<file path="config.mk">
export PLATFORM = sky130hd
export DESIGN_NAME = fetch_pc_unit
export DESIGN_NICKNAME = d
export VERILOG_FILES = /design/src/rtl/fetch_pc_unit_pkg.sv /design/src/rtl/fetch_pc_unit_npc_select.sv /design/src/rtl/fetch_pc_unit.sv
export SDC_FILE = /design/constraint.sdc
export NUM_CORES = 1
export LEC_CHECK = 0
export BUFFER_PORTS_ARGS = -buffer_cell sky130_fd_sc_hd__buf_2
export CAP_MARGIN = 0
export CORE_MARGIN = 4
export CORE_UTILIZATION = 30
export DETAILED_ROUTE_END_ITERATION = 10
export GPL_TIMING_DRIVEN = 1
export PLACE_DENSITY = 0.55
export REMOVE_ABC_BUFFERS = 1
export SLEW_MARGIN = 40
export SYNTH_ARGS = -nofsm -noshare
export SYNTH_HDL_FRONTEND = slang
export SYNTH_SLANG_ARGS = --single-unit
</file>
<file path="constraint.sdc">
create_clock -name clk -period 4.4 [get_ports clk]
set_clock_uncertainty 0.2 [all_clocks]
set_input_delay 0.44 -clock clk [delete_from_list [all_inputs] [get_ports clk]]
set_output_delay 0.44 -clock clk [all_outputs]
set_load 0.03 [all_outputs]
</file>
<file path="src/rtl/fetch_pc_unit_pkg.sv">
// Shared definitions for the instruction-fetch PC front end.
package fetch_pc_unit_pkg;

  typedef enum logic [1:0] {
    S_RESET = 2'd0,
    S_RUN   = 2'd1,
    S_STALL = 2'd2
  } state_t;

  localparam logic [31:0] INSTR_BYTES = 32'd4;
  localparam logic [3:0]  COND_BA     = 4'b1000;

endpackage

</file>
<file path="src/rtl/fetch_pc_unit_npc_select.sv">
// Next PC/nPC priority mux and delay-slot annul flush for the fetch stage.
module fetch_pc_unit_npc_select
  import fetch_pc_unit_pkg::*;
(
  input  logic        le,
  input  logic [31:0] npc_q,
  input  logic        branch_taken,
  input  logic        branch_cond,
  input  logic        branch_always,
  input  logic        branch_annul,
  input  logic [31:0] branch_target,
  input  logic        jc_en,
  input  logic [31:0] jc_target,
  output logic [31:0] pc_next,
  output logic [31:0] npc_next,
  output logic        flush
);

  always_comb begin
    pc_next  = npc_q;
    npc_next = npc_q + INSTR_BYTES;
    if (jc_en) begin
      npc_next = jc_target;
    end else if (branch_cond && branch_taken) begin
      npc_next = branch_target;
    end
    // Annul squashes the delay slot of an untaken branch, or of BA with a=1.
    flush = le & branch_cond & branch_annul & (~branch_taken | branch_always);
  end

endmodule

</file>
<file path="src/rtl/fetch_pc_unit.sv">
// IF-stage front end: SPARC PC/nPC registers, run/stall FSM and fetch counter.
module fetch_pc_unit
  import fetch_pc_unit_pkg::*;
#(
  parameter logic [31:0] RESET_PC = 32'd0,
  parameter int          CNT_W    = 32
) (
  input  logic             clk,
  input  logic             reset,
  input  logic             LE,
  input  logic             branch_taken,
  input  logic             branch_cond,
  input  logic             branch_always,
  input  logic             branch_annul,
  input  logic [31:0]      branch_target,
  input  logic             jc_en,
  input  logic [31:0]      jc_target,
  output logic [31:0]      PC_out,
  output logic [31:0]      nPC_out,
  output logic             fetch_valid,
  output logic             IF_ID_flush,
  output logic [1:0]       state_out,
  output logic [CNT_W-1:0] fetch_count
);

  state_t           state_q, state_d;
  logic [31:0]      pc_q, pc_d;
  logic [31:0]      npc_q, npc_d;
  logic [CNT_W-1:0] cnt_q, cnt_d;
  logic [31:0]      pc_sel, npc_sel;
  logic             flush_raw;
  logic             advance;

  fetch_pc_unit_npc_select u_npc_select (
    .le            (LE),
    .npc_q         (npc_q),
    .branch_taken  (branch_taken),
    .branch_cond   (branch_cond),
    .branch_always (branch_always),
    .branch_annul  (branch_annul),
    .branch_target (branch_target),
    .jc_en         (jc_en),
    .jc_target     (jc_target),
    .pc_next       (pc_sel),
    .npc_next      (npc_sel),
    .flush         (flush_raw)
  );

  always_comb begin
    state_d = state_q;
    pc_d    = pc_q;
    npc_d   = npc_q;
    cnt_d   = cnt_q;
    // The S_RESET cycle only arms the FSM; the first advance happens in S_RUN.
    advance = LE && (state_q != S_RESET);
    unique case (state_q)
      S_RESET: state_d = S_RUN;
      S_RUN:   if (!LE) state_d = S_STALL;
      S_STALL: if (LE) state_d = S_RUN;
      default: state_d = S_RESET;
    endcase
    if (advance) begin
      pc_d  = pc_sel;
      npc_d = npc_sel;
      cnt_d = cnt_q + CNT_W'(1);
    end
  end

  always_ff @(posedge clk) begin
    if (reset) begin
      state_q <= S_RESET;
      pc_q    <= RESET_PC;
      npc_q   <= RESET_PC + INSTR_BYTES;
      cnt_q   <= '0;
    end else begin
      state_q <= state_d;
      pc_q    <= pc_d;
      npc_q   <= npc_d;
      cnt_q   <= cnt_d;
    end
  end

  assign PC_out      = pc_q;
  assign nPC_out     = npc_q;
  assign state_out   = state_q;
  assign fetch_count = cnt_q;
  assign fetch_valid = ~reset & (state_q == S_RUN);
  assign IF_ID_flush = ~reset & flush_raw;

endmodule

</file>
==> flow_metrics.py <==
metrics = {
    "run_status": {
        "status": "finished, final reports clean",
    },
    "finish": {
        "antenna_cells": 0,
        "layout_common_cells": "buf_2 (170), nand2_1 (114), dfxtp_1 (98)",
        "final_nets": 881,
        "drive_gt1_share_pct": 25.86,
        "synthToLayoutAreaGrowth_pct": 26.40,
        "fin_area_um2": 6369,
        "stdcell_count": 1032,
        "final_common_cell": "buf_2",
        "fill_cells": 1778,
    },
    "setup_path": {
        "required_ns": 4.44,
        "arrival_ns": 2.65,
        "crit_type": "reg -> reg",
        "r2r_cells": 5,
        "end_kind": "flop",
        "r2r_slack_ns": 1.80,
        "path_max_fanout": 11,
        "critPathLaunchType": "flop",
    },
    "logic_synthesis": {
        "netlist_area_um2": 5039,
        "yosys_register_bits": 98,
        "synthCells": 666,
        "synth_edf_count": 0,
        "yosysSeqAreaShare_pct": 38.94,
        "synthFlopType": "dfxtp_1",
        "synthArstFlopShare_pct": 0,
        "ys_warn_count": 0,
        "synth_area_per_cell_um2": 7.565,
        "yosys.cell_types.count": 59,
    },
    "floorplanning": {
        "core_area_um2": 16520,
        "die_x_um": 137.6,
        "row_count": 47,
        "io-pin-count": 172,
        "die_area_um2": 18930,
        "start_util_pct": 30.49,
        "die_y_um": 137.6,
    },
    "pwr": {
        "power_w": 0.002095,
        "pwr-share-seq_pct": 46.0,
        "ir_worst_vdd_uv": 226.2,
        "sw_frac_of_total_pct": 29.43,
        "power_switching_w": 0.0006164,
        "p_leak_nw": 2.586,
        "share_comb_of_total_power_pct": 15.0,
        "p_per_area_nw_per_um2": 328.9,
        "pwr-share-clk_pct": 39.0,
        "p_int_w": 0.001478,
    },
    "timing": {
        "setup_viol": 0,
        "tightest_slew_ns": 0.7796,
        "drv_slew": 0,
        "fin_hold_ws_ns": 0.1462,
        "slew_headroom_pct": 48.03,
        "hold_viol": 0,
        "finalSetupTns_ns": 0,
        "grt_setup_unrepaired": "false",
        "min_period_over_period_pct": 59.18,
        "maxClockFrequency_ghz": 0.3840,
        "layout_min_cycle_time_ns": 2.604,
    },
    "clocking": {
        "clk_pin_slew_ns": 0.07,
        "clkSinkCount": 98,
        "root_buffer": "clkbuf_16",
        "clk_latency_ns": 0.35,
        "cts_buffer_depth": 2,
        "cts_setup_buffers": 0,
        "numCtsBuffers": 9,
        "cts_tree": "yes",
        "cts_max_level": 3,
        "cts_resized": 0,
        "ctsHoldBuffers": 0,
    },
    "global_routing": {
        "first_global_vias": 4906,
        "grt_usage_pct": 17.56,
        "grt_overflow": 0,
        "grt_max_degree": 74,
        "antenna_found_initial": 0,
        "grt_pass1_wl_um": 26320,
    },
    "placement": {
        "port_buffers": 171,
        "placed_area_um2": 6063,
        "place_congestion": 0.7934,
        "placedCellCount": 1016,
        "dpl.hpwl_um": 11950,
    },
    "routing": {
        "drtPass1Iterations": 6,
        "drtIter0Drc": 276,
        "antenna_left": 0,
        "wl_per_cell_um": 16.47,
        "viasPerCell": 5.118,
        "drt-total-wl_um": 17000,
        "num_vias": 5282,
        "drc": 0,
    },
    "min_path": {
        "hold_depth": 2,
        "holdCritPathClass": "in -> reg",
    },
    "job": {
        "drv_cap": 0,
    },
}
registers in the layout, summed over array words and instances (netlist names):
signal	cells
PC_out	32
nPC_out	32
fetch_count	32
state_out	2
cell usage after synthesis (2+ instances only):
master       n  area, um^2
or4_1        7       52.55
nand2_1    114       427.9
a31oi_1      8       50.05
and3_1      15       93.84
ha_1         2       25.02
a211oi_1    16       120.1
o31ai_1      6       45.04
o21ai_0     35       175.2
nor4_1      10       62.56
a2bb2oi_1    3       26.28
and2_1       6       37.54
and4_1       3       26.28
o22ai_1      4       25.02
o2bb2ai_1    2       17.52
a21o_1       3       22.52
xor2_1      21       183.9
mux2i_1      5       50.05
nand3_1     27       135.1
a21oi_1     76       380.4
buf_1        6       22.52
clkbuf_1    41       153.9
o41ai_1      2       17.52
o211ai_1     2       15.01
nor2_1      52       195.2
xnor2_1     10       87.58
or3_1        6       37.54
o21a_1       4       30.03
mux2_2       2       22.52
nand4_1     20       125.1
nor3_1      19       95.09
a311oi_1     3       26.28
dfxtp_1     98        1962
inv_1        8       30.03
nand2b_1     4       25.02
nor3b_1      2       15.01
power by group through the flow:
stage / logic (W) / registers (W) / clock network, W
final: 0.000314 / 0.000963 / 0.000817
after global routing: 0.000344 / 0.000969 / 0.000877
after CTS: 0.000317 / 0.000963 / 0.000842
after detailed placement: 0.000316 / 0.000983 / 0
after global placement: 0.000317 / 0.000981 / 0
after floorplan: 0.000122 / 0.00103 / 0
final timing paths:
path / startpoint / to
worst min register to register: PC_out[0] / PC_out[0]
worst min-delay path: LE / state_out[1]
worst max register to register: nPC_out[6] / nPC_out[19]
worst max-delay path: nPC_out[6] / nPC_out[19]
worst max-delay path, stage by stage (launching register included):
cell,delay [ns]
dfxtp_1,0.45
nand3_1,0.31
or4_1,0.70
or3_1,0.38
a31o_1,0.23
a32o_1,0.24
cell families (layout without fill, tap and decap cells):
kind of cell / count (synthesis) / after routing / synth area share [%]
compound gates: 174 / 174 / 20.64
flops: 98 / 98 / 38.94
buf+inv: 58 / 204 / 4.445
mux: 7 / 7 / 1.440
simple gates: 295 / 295 / 28.46
fa+ha+maj: 3 / 3 / 0.6952
xor+xnor: 31 / 31 / 5.389
per-stage QoR:
| step | util (%) | setup WS (ns) |
|---|---|---|
| 4_1_cts | 38.54 | 1.811 |
| 6_report | 38.54 | 1.796 |
| 5_1_grt | 38.54 | 1.589 |
| 3_5_place_dp | 36.69 | 1.824 |
| 3_3_place_gp | 36.66 | 1.871 |
| 2_1_floorplan | - | 0.3434 |
final cells by class:
type	count	area (um^2)	share of cell area, %
Sequential cell	98	1962	30.81
Inverter	8	30.03	0.4715
Clock buffer	10	239.0	3.752
Multi-Input combinational cell	510	2870	45.07
Clock inverter	6	66.31	1.041
Timing Repair Buffer	180	925.9	14.54
Tap cell	220	275.3	4.322
routing by layer:
layer	GRT usage, %	vias up	wire length [um]
li1	-	2659	-
met1	24.16	2445	7824
met2	28.12	169	7847
met3	4.273	9	1247
met4	3.326	0	82
met5	0	-	0
Power figures use the tool's default switching activity.
